### config.mk
export PLATFORM = sky130hd
export DESIGN_NAME = ram_readback_streamer
export DESIGN_NICKNAME = d
export VERILOG_FILES = /design/src/rtl/hra_pkg.sv /design/src/rtl/skid_fifo2.sv /design/src/rtl/ram_readback_streamer.sv
export SDC_FILE = /design/constraint.sdc
export NUM_CORES = 1
export LEC_CHECK = 0
export ABC_CLOCK_PERIOD_IN_PS = 4700
export CELL_PAD_IN_SITES_DETAIL_PLACEMENT = 1
export CELL_PAD_IN_SITES_GLOBAL_PLACEMENT = 1
export CORE_MARGIN = 5
export CORE_UTILIZATION = 40
export DETAILED_ROUTE_END_ITERATION = 10
export HOLD_SLACK_MARGIN = 0.02
export PLACE_DENSITY_LB_ADDON = 0.1
export SYNTH_ARGS = -nofsm -noshare
export SYNTH_HDL_FRONTEND = slang
export SYNTH_SLANG_ARGS = --single-unit
### constraint.sdc
create_clock -name clk -period 4.7 [get_ports clk]
set_input_delay 0.705 -clock clk [delete_from_list [all_inputs] [get_ports clk]]
set_output_delay 0.705 -clock clk [all_outputs]
set_load 0.01 [all_outputs]
### src/rtl/hra_pkg.sv
// Shared definitions for the capture/readback blocks: FSM state encoding
// and the word-width rule used to size the capture RAM data path.
package hra_pkg;

  // Readback controller states
  typedef enum logic [1:0] {
    IDLE   = 2'd0,
    STREAM = 2'd1,
    DONE   = 2'd2
  } hra_state_t;

  // Depth of the output skid FIFO between the RAM and the stream sink
  localparam int SKID_DEPTH = 2;

  // One captured word holds the signed result digits plus one extra digit slot
  function automatic int word_width(input int digits, input int radix_bits);
    return (digits + 1) * radix_bits;
  endfunction

endpackage

### src/rtl/skid_fifo2.sv
// Two-entry FIFO that decouples the fixed-latency RAM read from the
// back-pressured output stream. Head entry is presented combinationally.
module skid_fifo2
  import hra_pkg::*;
#(
  parameter int WORD_W = 33
) (
  input  logic              clk,
  input  logic              reset,
  input  logic              push,
  input  logic [WORD_W-1:0] wdata,
  input  logic              pop,
  output logic [WORD_W-1:0] rdata,
  output logic              full,
  output logic              empty,
  output logic [1:0]        count
);

  logic [WORD_W-1:0] mem_reg [SKID_DEPTH];
  logic              wr_ptr_reg;
  logic              rd_ptr_reg;
  logic [1:0]        count_reg;
  logic              wr_en;
  logic              rd_en;

  // A push into a full FIFO is only accepted when the head leaves in the same cycle
  always_comb begin
    rd_en = pop && (count_reg != 2'd0);
    wr_en = push && ((count_reg != 2'd2) || rd_en);
  end

  // Storage entries; cleared on reset so the idle output reads as zero
  for (genvar gi = 0; gi < SKID_DEPTH; gi++) begin : g_entry
    always_ff @(posedge clk or posedge reset) begin
      if (reset) begin
        mem_reg[gi] <= '0;
      end else if (wr_en && (wr_ptr_reg == 1'(gi))) begin
        mem_reg[gi] <= wdata;
      end
    end
  end

  // Pointer and occupancy bookkeeping
  always_ff @(posedge clk or posedge reset) begin
    if (reset) begin
      wr_ptr_reg <= 1'b0;
      rd_ptr_reg <= 1'b0;
      count_reg  <= 2'd0;
    end else begin
      if (wr_en) wr_ptr_reg <= ~wr_ptr_reg;
      if (rd_en) rd_ptr_reg <= ~rd_ptr_reg;
      count_reg <= count_reg + 2'(wr_en) - 2'(rd_en);
    end
  end

  assign rdata = mem_reg[rd_ptr_reg];
  assign full  = (count_reg == 2'd2);
  assign empty = (count_reg == 2'd0);
  assign count = count_reg;

endmodule

### src/rtl/ram_readback_streamer.sv
// Reads the capture RAM from address 0 to MAX_RAM_ADDRESS-1 and streams the
// words out over a valid/ready interface. Reads are only issued when the
// skid FIFO is guaranteed room for the returning data, so nothing is lost.
module ram_readback_streamer
  import hra_pkg::*;
#(
  parameter int NO_OF_DIGITS    = 10,
  parameter int RADIX_BITS      = 3,
  parameter int ADDRESS_WIDTH   = 14,
  parameter int MAX_RAM_ADDRESS = 4096,
  localparam int WORD_W         = word_width(NO_OF_DIGITS, RADIX_BITS)
) (
  input  logic                     clk,
  input  logic                     reset,
  input  logic                     start,
  output logic [ADDRESS_WIDTH-1:0] ram_addr,
  output logic                     ram_rden,
  input  logic [WORD_W-1:0]        ram_q,
  output logic [WORD_W-1:0]        out_data,
  output logic                     out_valid,
  input  logic                     out_ready,
  output logic                     out_last,
  output logic                     busy,
  output logic                     done,
  output logic [ADDRESS_WIDTH:0]   word_count
);

  // One extra bit so the address and count can reach 2^ADDRESS_WIDTH
  localparam int ADDR_CNT_W = ADDRESS_WIDTH + 1;
  localparam logic [ADDR_CNT_W-1:0] MAX_ADDR = ADDR_CNT_W'(MAX_RAM_ADDRESS);
  localparam logic [ADDR_CNT_W-1:0] LAST_IDX = ADDR_CNT_W'(MAX_RAM_ADDRESS - 1);

  hra_state_t               state_reg;
  logic [ADDR_CNT_W-1:0]    addr_reg;
  logic [ADDRESS_WIDTH-1:0] last_addr_reg;
  logic                     in_flight_reg;
  logic [ADDR_CNT_W-1:0]    word_count_reg;

  logic [1:0]               fifo_count;
  logic                     fifo_full;
  logic                     fifo_empty;
  logic [2:0]               occ_sum;
  logic                     issue;
  logic                     pop;

  // Read gate: after this edge's pop the FIFO plus the in-flight word must
  // leave room for the word this read will return one cycle later
  always_comb begin
    occ_sum = {1'b0, fifo_count} + {2'b00, in_flight_reg} - {2'b00, pop};
    issue   = (state_reg == STREAM) && (addr_reg < MAX_ADDR) &&
              (occ_sum <= 3'd1) && (!fifo_full || pop);
  end

  assign pop       = out_valid && out_ready;
  assign out_valid = !fifo_empty;
  // Words leave in address order, so the head word's index is the transfer count
  assign out_last  = out_valid && (word_count_reg == LAST_IDX);
  assign ram_rden  = issue;
  assign ram_addr  = issue ? addr_reg[ADDRESS_WIDTH-1:0] : last_addr_reg;
  assign busy      = (state_reg == STREAM);
  assign done      = (state_reg == DONE);
  assign word_count = word_count_reg;

  // Controller FSM with read address, in-flight flag and transfer counter
  always_ff @(posedge clk or posedge reset) begin
    if (reset) begin
      state_reg      <= IDLE;
      addr_reg       <= '0;
      last_addr_reg  <= '0;
      in_flight_reg  <= 1'b0;
      word_count_reg <= '0;
    end else begin
      in_flight_reg <= issue;
      if (issue) begin
        addr_reg      <= addr_reg + ADDR_CNT_W'(1);
        last_addr_reg <= addr_reg[ADDRESS_WIDTH-1:0];
      end
      case (state_reg)
        IDLE, DONE: begin
          if (start) begin
            state_reg      <= STREAM;
            addr_reg       <= '0;
            word_count_reg <= '0;
          end
        end
        STREAM: begin
          if (pop) begin
            word_count_reg <= word_count_reg + ADDR_CNT_W'(1);
            if (out_last) state_reg <= DONE;
          end
        end
        default: state_reg <= IDLE;
      endcase
    end
  end

  // RAM data lands in the FIFO the cycle after its read strobe
  skid_fifo2 #(
    .WORD_W (WORD_W)
  ) u_skid_fifo2 (
    .clk   (clk),
    .reset (reset),
    .push  (in_flight_reg),
    .wdata (ram_q),
    .pop   (pop),
    .rdata (out_data),
    .full  (fifo_full),
    .empty (fifo_empty),
    .count (fifo_count)
  );

endmodule

Yosys cells after proc, flatten, opt, wreduce, memory -nomap -nowiden

Cells that the tools add are included.
Widths: inputs -> output; s select.

$add $sub $neg: 6
$lt $le $gt $ge: 3
Equality and inequality tests: 8
Muxes and demuxes: 14
Bitwise operators: 3
Reductions and logical operators: 20

Operator list:

| cell                  | count |
|---|---|
| $mux 33               | 3 |
| $mux 15               | 5 |
| $add 15x1->15 const B | 2 |
| $pmux 15 s2           | 1 |
| $eq 15x12->1 const B  | 1 |
| $lt 15x13->1 const B  | 1 |
| $mux 14               | 1 |
| $logic_and 1x1->1     | 9 |
| $mux 2                | 3 |
| $ne 2x2->1 const B    | 3 |
| $reduce_and 3->1      | 2 |
| $eq 2x2->1 const B    | 2 |
| $logic_not 2->1       | 2 |
| $pmux 2 s2            | 1 |
| $reduce_bool 2->1     | 2 |
| $add 2x1->3           | 1 |
| $le 3x1->1 const B    | 1 |
| $sub 3x1->3           | 1 |
| $add 2x1->2           | 1 |
| $eq 2x1->1 const B    | 1 |
| $ge 2x2->1 const B    | 1 |
| $logic_not 1->1       | 2 |
| $logic_or 1x1->1      | 2 |
| $ne 2x1->1 const B    | 1 |
| other kinds (4)       | 5 |

Register bits: 117

Longest topological paths before layout

Gate-level depths: netlist of run 1.

Depth after elaboration: 10
Mapped depth: 15
Depth with buffers taken out: 12

Cells and area by module

A second synthesis of run 1 with hierarchy kept.

Cells, all modules: 444
Area, all modules: 5586.6 µm²

Modules (own cells, without submodules):

| module                | times used | cells each | area an instance (µm²) |
|---|---|---|---|
| skid_fifo2            | 1          | 199        | 3325.7 |
| ram_readback_streamer | 1          | 245        | 2260.9 |

Least setup slack after synthesis of run 1

OpenSTA, ideal clock, no wires.

Path type: input -> output
Start point: in out_ready
End point: out ram_addr[10]
Data arrival time: 3497 ps
Setup slack: 498 ps
Cell stages on the path: 15
Buffers on the path: 3
Cells stage by stage: o21ai_1 -> buf_1 -> inv_1 -> ha_1 -> inv_1 -> ha_1 -> inv_1 -> fa_1 -> nor4b_1 -> o211ai_1 -> clkbuf_1 -> inv_2 -> buf_1 -> nand2_1 -> nand2_1

Cells in the longest elaborated chain, start to end: 6
Elaborated cells between the ends (all ways): 7
Classes of those cells: 1 x add/sub; 1 x order compare; 1 x mux; 4 x reduce/logical

RTL lines:

| item                | line                        | RTL |
|---|---|---|
| from (decl)         | ram_readback_streamer.sv:21 | `input logic out_ready,` |
| $logic_and 1x1->1 * | ram_readback_streamer.sv:54 | `assign pop = out_valid && out_ready;` |
| $sub 3x1->3         | ram_readback_streamer.sv:49 | `occ_sum = {1'b0, fifo_count} + {2'b00, in_flight_reg} - {2'b00, pop};` |
| $le 3x1->1          | ram_readback_streamer.sv:51 | `(occ_sum <= 3'd1) && (!fifo_full \|\| pop);` |
| $logic_and 1x1->1   | ram_readback_streamer.sv:50 | `issue = (state_reg == STREAM) && (addr_reg < MAX_ADDR) &&` |
| $logic_and 1x1->1 * | ram_readback_streamer.sv:51 |  |
| via ram_rden        | ram_readback_streamer.sv:17 | `output logic ram_rden,` |
| $mux 14 *           | -                           |  |
| to (decl)           | ram_readback_streamer.sv:16 | `output logic [ADDRESS_WIDTH-1:0] ram_addr,` |

The timed path passes the listed nets; every way through them passes the cells marked *.

Worst setup path in the final report of run 1

Start point: in out_ready
End point: out ram_addr[7]

Cells in the longest elaborated chain, start to end: 6
Elaborated cells between the ends (all ways): 7
Classes of those cells: 1 x add/sub; 1 x order compare; 1 x mux; 4 x reduce/logical

RTL lines:

| item                | line |
|---|---|
| $logic_and 1x1->1 * | ram_readback_streamer.sv:54 |
| $sub 3x1->3         | ram_readback_streamer.sv:49 |
| $le 3x1->1          | ram_readback_streamer.sv:51 |
| $logic_and 1x1->1   | ram_readback_streamer.sv:50 |
| $logic_and 1x1->1 * | ram_readback_streamer.sv:51 |
| $mux 14 *           | - |

Mark *: on every way between the ends. The rest lies on a longest branch, timed or not.

==> metrics.md, run 1 <==
| Metric | Value |
|---|---|
| Yosys cell types | `46` |
| Clock Path Buffers | `2` |
| Wire per inst | `between 15 and 20 um` |
| Max Cap Viol | `0` |
| Area occupied by multi-input gates | `2190 um2` |
| Leakage | `3.03 nW` |
| Final core utilization | `0.552` |
| Register area share after synthesis | `0.559` |
| Row cnt | `slightly above 40` |
| Switching portion of total power | `0.315` |
| Top-count cell post-synth | `dfrtp_1` |
| Tot GR Track Use | `0.171` |
| Worst skew pair latency | `about 0.42 ns` |
| Pre-CTS WS | `-0.0573 ns` |
| Worst setup margin | `between 0.2 and 0.25 ns` |
| Min-Delay Path Class | `flop to flop` |
| Crit. End Element | `primary output` |
| Net Sw Power | `0.00154 W` |
| Ant diodes | `0` |
| Seq pwr share | `0.340` |
| Largest net degree at the start of global routing | `70` |
| # setup viols final | `0` |
| Syn Area/Cell | `~12 um2` |
| Layout cells sized above 1 | `0.261` |
| Hold Fails Final Rpt | `0` |
| Layout Nets | `between 500 and 600` |
| Max stage delay on crit path | `0.54 ns` |
| Root Driver | `clkbuf_16` |
| Worst Path Buf+Inv | `6` |
| Worst-path fanout max | `14` |
| Fillcell total | `1342` |
| Grt ovf | `0` |
| Die Footprint | `15500 um2` |
| CP cell instances | `clkdlybuf4s50_1 -> o21ai_1 -> inv_1 -> ha_1 -> inv_1 -> ha_1 -> inv_1 -> fa_1 -> nor4b_4 -> o211ai_1 -> inv_2 -> nand2_1 -> nand2_1 -> clkdlybuf4s50_1` |
| Largest area contributor in the netlist | `dfrtp_1` |
| Core Region | `12700 um2` |
| Initial antenna violation count | `0` |
| Post-Syn Area | `5240 um2` |
| Crit path time final | `~4.5 ns` |
| Remaining antenna violation count | `0` |
| Worst Path Arrival | `~3.8 ns` |
| First-pass GRT wire length | `21.4 mm` |
| Post-Route WL | `12.6 mm` |
| Max stage delay cell, worst path | `clkdlybuf4s50_1` |
| Synthesis-stage register bit count | `~120` |
| CTS tree | `built` |
| Share of the synthesized area in the top cell type | `0.559` |
| Max_slew headroom | `0.324` |
| Vias in the first global route | `roughly 4200` |
| Layout area overhead | `33.9%` |
| Status | `finished, final reports clean` |
| Via count | `around 3700` |
| Starting DRT DRC Count | `133` |
| Max Freq | `224 MHz` |
| Drt drc | `0` |
| Top FF cell, synth | `dfrtp_1` |
| Worst-path clk slew | `0.05 ns` |
| Slew Viols, Final | `0` |
| Reg area | `2930 um2` |
| CP required | `around 4 ns` |
| Post-synth ARST share | `1.00` |
| Comb power frac | `0.423` |
| Worst Tran Pin Value | `1.01 ns` |
| Share of the clock period used by the worst path | `0.951` |
| Die H | `124 um` |
| Final std cells w/o fill | `719` |
| Synth cell count leaders | `117 x dfrtp_1, 99 x mux2_2, 48 x nand2_1, 17 x nor2_1, 13 x inv_1` |
| PwrDens | `698 nW/um2` |
| Initial Util | `0.412` |
| CTS H-tree depth | `4` |
| Hold_buf cts | `0` |
| Total CTS buffers | `17` |
| Clock skew | `0.00835 ns` |
| Synth Instances | `428` |
| Warnings from Yosys | `0` |
| Hpwl dp | `8.66 mm` |
| IO Port Bufs | `103` |
| DR vias/cell | `5.17` |
| Syn nets | `roughly 470` |
| CTS Sinks | `117` |
| Total power | `0.00490 W` |
| Max FFs per register | `66` |
| Top cells by area, synth | `dfrtp_1 56%, mux2_2 21%, nand2_1 3.4%` |
| Drt pass-1 iters | `4` |
| Post-synth EDFFs | `0` |
| Inst Count DP | `689` |
| Cell family with most CP delay | `buffers and inverters` |
| Critical path type | `primary input to primary output` |
| Internal Dissipation | `0.00335 W` |
| Critical Path Source Type | `primary input` |
| Die width | `124 um` |
| I/O pins | `104` |
| Clock power frac | `0.236` |
| GPL Wtd Cong | `~0.76` |
| Most used cell, CP | `inv_1` |
| VDD IR max | `around 0.00037 V` |
==> final timing paths <==
check / from / to / slack, ns / cells past startpoint
max: out_ready / ram_addr[7] / 0.23 / 14
min: last_addr_reg[9] / last_addr_reg[9] / 0.47 / 2
max reg2reg: u_skid_fifo2.count[1] / addr_reg[8] / 1.36 / 13
min reg2reg: last_addr_reg[9] / last_addr_reg[9] / 0.47 / 2
max in group asynchronous: reset / u_skid_fifo2.mem_reg[31] / 2.96 / 3
min in group asynchronous: reset / word_count[9] / 0.83 / 2
==> cells by family after synthesis <==
group	Yosys count	share of synthesized area
AO/OA/AOI/OAI	39	0.0487
AND/OR/NAND/NOR	115	0.108
multiplexers	103	0.220
flip-flops	117	0.559
buffers and inverters	36	0.0282
adder cells (fa/ha/maj)	7	0.0181
XOR/XNOR	11	0.0184
==> metal layers <==
metal	wire, um	vias to the layer above	global-route usage
li1	-	1723	-
met1	5570	1913	0.209
met2	6380	64	0.288
met3	400	17	0.0480
met4	215	0	0.0645
met5	0	-	0
==> layout by cell type (no fill, tap or decap), drive strengths merged, types with 5 or more instances in the layout <==
master,n
dfrtp,117
clkdlybuf4s50,102
mux2,99
nand2,48
clkbuf,23
nor2,17
inv,14
nand3,12
o21ai,11
a21oi,9
buf,9
xnor2,8
ha,6
or3,5
or4,5
clkinv,5
==> power groups by stage <==
| stage | registers (W) | logic, W | clock network [W] |
|---|---|---|---|
| detailed placement | 0.00168 | 0.00207 | 0 |
| finish | 0.00167 | 0.00207 | 0.00116 |
| global route | 0.00172 | 0.00226 | 0.00124 |
| CTS | 0.00168 | 0.00210 | 0.00119 |
| floorplan | 0.00159 | 0.00120 | 0 |
| global placement | 0.00165 | 0.00202 | 0 |
==> metrics by stage <==
stage               cell area, um2    TNS (ns)  hold slack [ns]
floorplan                     5240           0            0.455
global placement              6460           0            0.453
detailed placement            6460     -0.0573            0.462
CTS                           6990           0            0.474
global route                  7020  -0.0000848            0.507
finish                        7020           0            0.469
==> worst reg2reg max path, delay by kind of cell, from the launching register on <==
family	cells	cell delay, ns
buffers and inverters	5	0.62
adder cells (fa/ha/maj)	3	0.89
AO/OA/AOI/OAI	3	0.55
AND/OR/NAND/NOR	2	0.72
flip-flops	1	0.47
==> repair_timing <==
action / 4_1_cts / 5_1_grt
endpoints found under the setup margin: 2 / 10
resized for setup: 1 / 5
buffers inserted: 0 / 1
gates cloned: 0 / 0
==> area by class of cell <==
cell class                      count  area share
Clock buffer                       23      0.0667
Clock inverter                      6     0.00785
Inverter                           14     0.00785
Multi-Input combinational cell    275       0.313
Sequential cell                   117       0.417
Tap cell                          172      0.0307
Timing Repair Buffer              112       0.157
Note: power is estimated with default switching activity, not from simulation.
==> inputs of run 2 (changes only) <==
- SYNTH_HIERARCHICAL: not set -> 1
==> metrics.md, run 2 <==
| Metric | Value |
|---|---|
| CP required | `3.99 ns` |
| CTS H-tree depth | `4` |
| Max FFs per register | `66` |
| CTS tree | `built` |
| Tot GR Track Use | `0.175` |
| Simple-gate share of the synthesized area | `0.122` |
| Largest area contributor in the netlist | `dfrtp_1` |
| Most frequent cells in the layout | `117 x dfrtp_1, 89 x clkdlybuf4s50_1, 59 x mux2_4` |
| Fillcell total | `1421` |
| Share of the clock period used by the worst path | `0.960` |
| Layout cells sized above 1 | `0.276` |
| Max Cap Viol | `0` |
| VDD IR max | `0.000384 V` |
| Total CTS buffers | `17` |
| Clock power frac | `0.255` |
| Synthesis-stage register bit count | `117` |
| Worst-path fanout max | `7` |
| Most common cell after layout, fill and taps aside | `dfrtp_1` |
| Largest net degree at the start of global routing | `48` |
| First-pass GRT wire length | `22.9 mm` |
| Hold Path Sink | `last_addr_reg[4]` |
| Die H | `around 130 um` |
| Critical path type | `primary input to primary output` |
| Ant diodes | `0` |
| Remaining antenna violation count | `0` |
| GPL Wtd Cong | `0.764` |
| Multiplexer area fraction after synthesis | `0.243` |
| Reg area | `just under 3000 um2` |
| Hpwl dp | `8.99 mm` |
| Critical Path Source Type | `primary input` |
| Leakage | `3.51 nW` |
| Adder-Cell Fraction of Synth Area | `0.0125` |
| Internal Dissipation | `0.00390 W` |
| Net Sw Power | `0.00178 W` |
| Worst setup margin | `0.186 ns` |
| Initial Util | `0.406` |
| Worst hold path depth | `2` |
| Max_slew headroom | `0.311` |
| Via count | `3891` |
| Vias in the first global route | `4411` |
| Wire per inst | `17.9 um` |
| Final std cells w/o fill | `753` |
| Seq pwr share | `0.301` |
| Post-Route WL | `~13 mm` |
| Complex-gate fraction of the synthesized area | `0.0504` |
| Initial antenna violation count | `0` |
| # setup viols final | `0` |
| Cells on worst reg2reg path | `12` |
| IO Port Bufs | `103` |
| Share of the synthesized area in the top cell type | `0.524` |
| Top cells by area, synth | `dfrtp_1 52%, mux2_4 16%, mux2_2 8.1%` |
| Switching portion of total power | `0.314` |
| Final core utilization | `0.548` |
| Slew Viols, Final | `0` |
| CTS Sinks | `~120` |
| Min-Delay Path Class | `flop to flop` |
| Synth cell count leaders | `117 x dfrtp_1, 59 x mux2_4, 58 x nand2_1, 40 x mux2_2` |
| I/O pins | `104` |
| Clock Path Buffers | `2` |
| R2r startpoint | `u_skid_fifo2/count[1]` |
| Die width | `128 um` |
| Post-synth EDFFs | `0` |
| Largest family of logic cells by synthesized area | `multiplexers` |
| Status | `finished, final reports clean` |
| Area occupied by multi-input gates | `2480 um2` |
| Post-Syn Area | `5590 um2` |
| Syn Area/Cell | `approximately 13 um2` |
| Synth Instances | `about 440` |
| Worst-path clk slew | `0.05 ns` |
| Max Freq | `222 MHz` |
| Worst Path Arrival | `3.81 ns` |
| Syn nets | `486` |
| Top FF cell, synth | `dfrtp_1` |
| Hold path startpoint | `last_addr_reg[4]` |
| RSZ-0062 raised after global routing | `no` |
| Row cnt | `43` |
| Clock skew | `roughly 0.011 ns` |
| DR vias/cell | `5.17` |
| Drt pass-1 iters | `4` |
| Register area share after synthesis | `0.524` |
| Grt ovf | `0` |
| Comb power frac | `0.444` |
| Hold Fails Final Rpt | `0` |
| Worst Tran Pin Value | `between 1 and 1.5 ns` |
| Pre-CTS WS | `just under 0.008 ns` |
| PwrDens | `753 nW/um2` |
| Root Driver | `clkbuf_16` |
| Yosys cell types | `43` |
| Post-synth ARST share | `1.00` |
| Core Region | `13800 um2` |
| Crit path time final | `approximately 4.5 ns` |
| Worst skew pair latency | `0.41 ns` |
| Die Footprint | `16400 um2` |
| Warnings from Yosys | `6` |
| Layout area overhead | `35.0%` |
| RR Endpoint | `addr_reg[6]` |
| Setup TNS | `0 ns` |
| Reg2reg setup slack | `1.14 ns` |
| Crit. End Element | `primary output` |
| Inst Count DP | `721` |
| Xor and xnor area share after synthesis | `0.0157` |
| Layout Nets | `602` |
| Top-count cell post-synth | `dfrtp_1` |
| Drt drc | `0` |
| Starting DRT DRC Count | `between 150 and 200` |
==> run 2: repair_timing <==
item / 4_1_cts / 5_1_grt
resized for setup: 0 / 15
hold buffers: 0 / 0
setup endpoints to repair: 0 / 14
buffers inserted: 0 / 0
==> run 2: how the worst max path moves through the flow <==
stage / startpoint / to / slack (ns) / cells past startpoint
6_report: out_ready / ram_addr[13] / 0.19 / 11
5_1_grt: out_ready / ram_addr[13] / 0.02 / 11
4_1_cts: out_ready / ram_addr[3] / 0.005 / 13
3_5_place_dp: out_ready / ram_addr[7] / 0.008 / 13
3_3_place_gp: out_ready / ram_addr[11] / 0.08 / 13
2_1_floorplan: u_skid_fifo2/count[0] / ram_addr[10] / 0.88 / 11
==> run 2: final cells by class <==
class                           instances  share of cell area
Sequential cell                       117               0.388
Inverter                               11             0.00547
Clock buffer                           18              0.0582
Timing Repair Buffer                  119               0.161
Tap cell                              180              0.0299
Multi-Input combinational cell        294               0.328
Clock inverter                         14              0.0295
==> run 2: power groups by stage <==
stage	Clock (W)	Sequential, W	Combinational [W]
after floorplan	0	0.00162	0.00157
after global placement	0	0.00169	0.00252
after detailed placement	0	0.00172	0.00256
after CTS	0.00148	0.00172	0.00259
after global routing	0.00154	0.00176	0.00273
final	0.00145	0.00171	0.00252
==> run 2: critical path, cell delays in order <==
cell and delay [ns]:
clkdlybuf4s50_1 0.50, nand2b_1 0.10, xnor2_1 0.15, ha_1 0.16, inv_1 0.05, fa_1 0.46, or4b_1 0.44, a2111o_1 0.42
buf_4 0.17, and2_1 0.17, clkdlybuf4s50_1 0.48
==> run 2: routing by layer <==
| layer | wire (um) | global-route usage |
|---|---|---|
| met1 | 6190 | 0.223 |
| met3 | 477 | 0.0429 |
| met4 | 189 | 0.0643 |
| met5 | 0 | 0 |
| met2 | 6630 | 0.290 |
==> run 2: logic make-up (layout without fill, tap and decap cells) <==
logic type	Yosys count	count (layout)
buffers and inverters	33	162
flip-flops	117	117
multiplexers	101	101
AO/OA/AOI/OAI	45	45
adder cells (fa/ha/maj)	5	5
XOR/XNOR	10	10
AND/OR/NAND/NOR	133	133
==> run 2: per-stage QoR <==
stage / total power, W / cell area (um2) / hold slack (ns)
floorplan: 0.00318 / 5590 / 0.445
global placement: 0.00421 / 6850 / 0.457
detailed placement: 0.00428 / 6850 / 0.470
CTS: 0.00579 / 7510 / 0.486
global route: 0.00602 / 7540 / 0.496
finish: 0.00568 / 7540 / 0.471
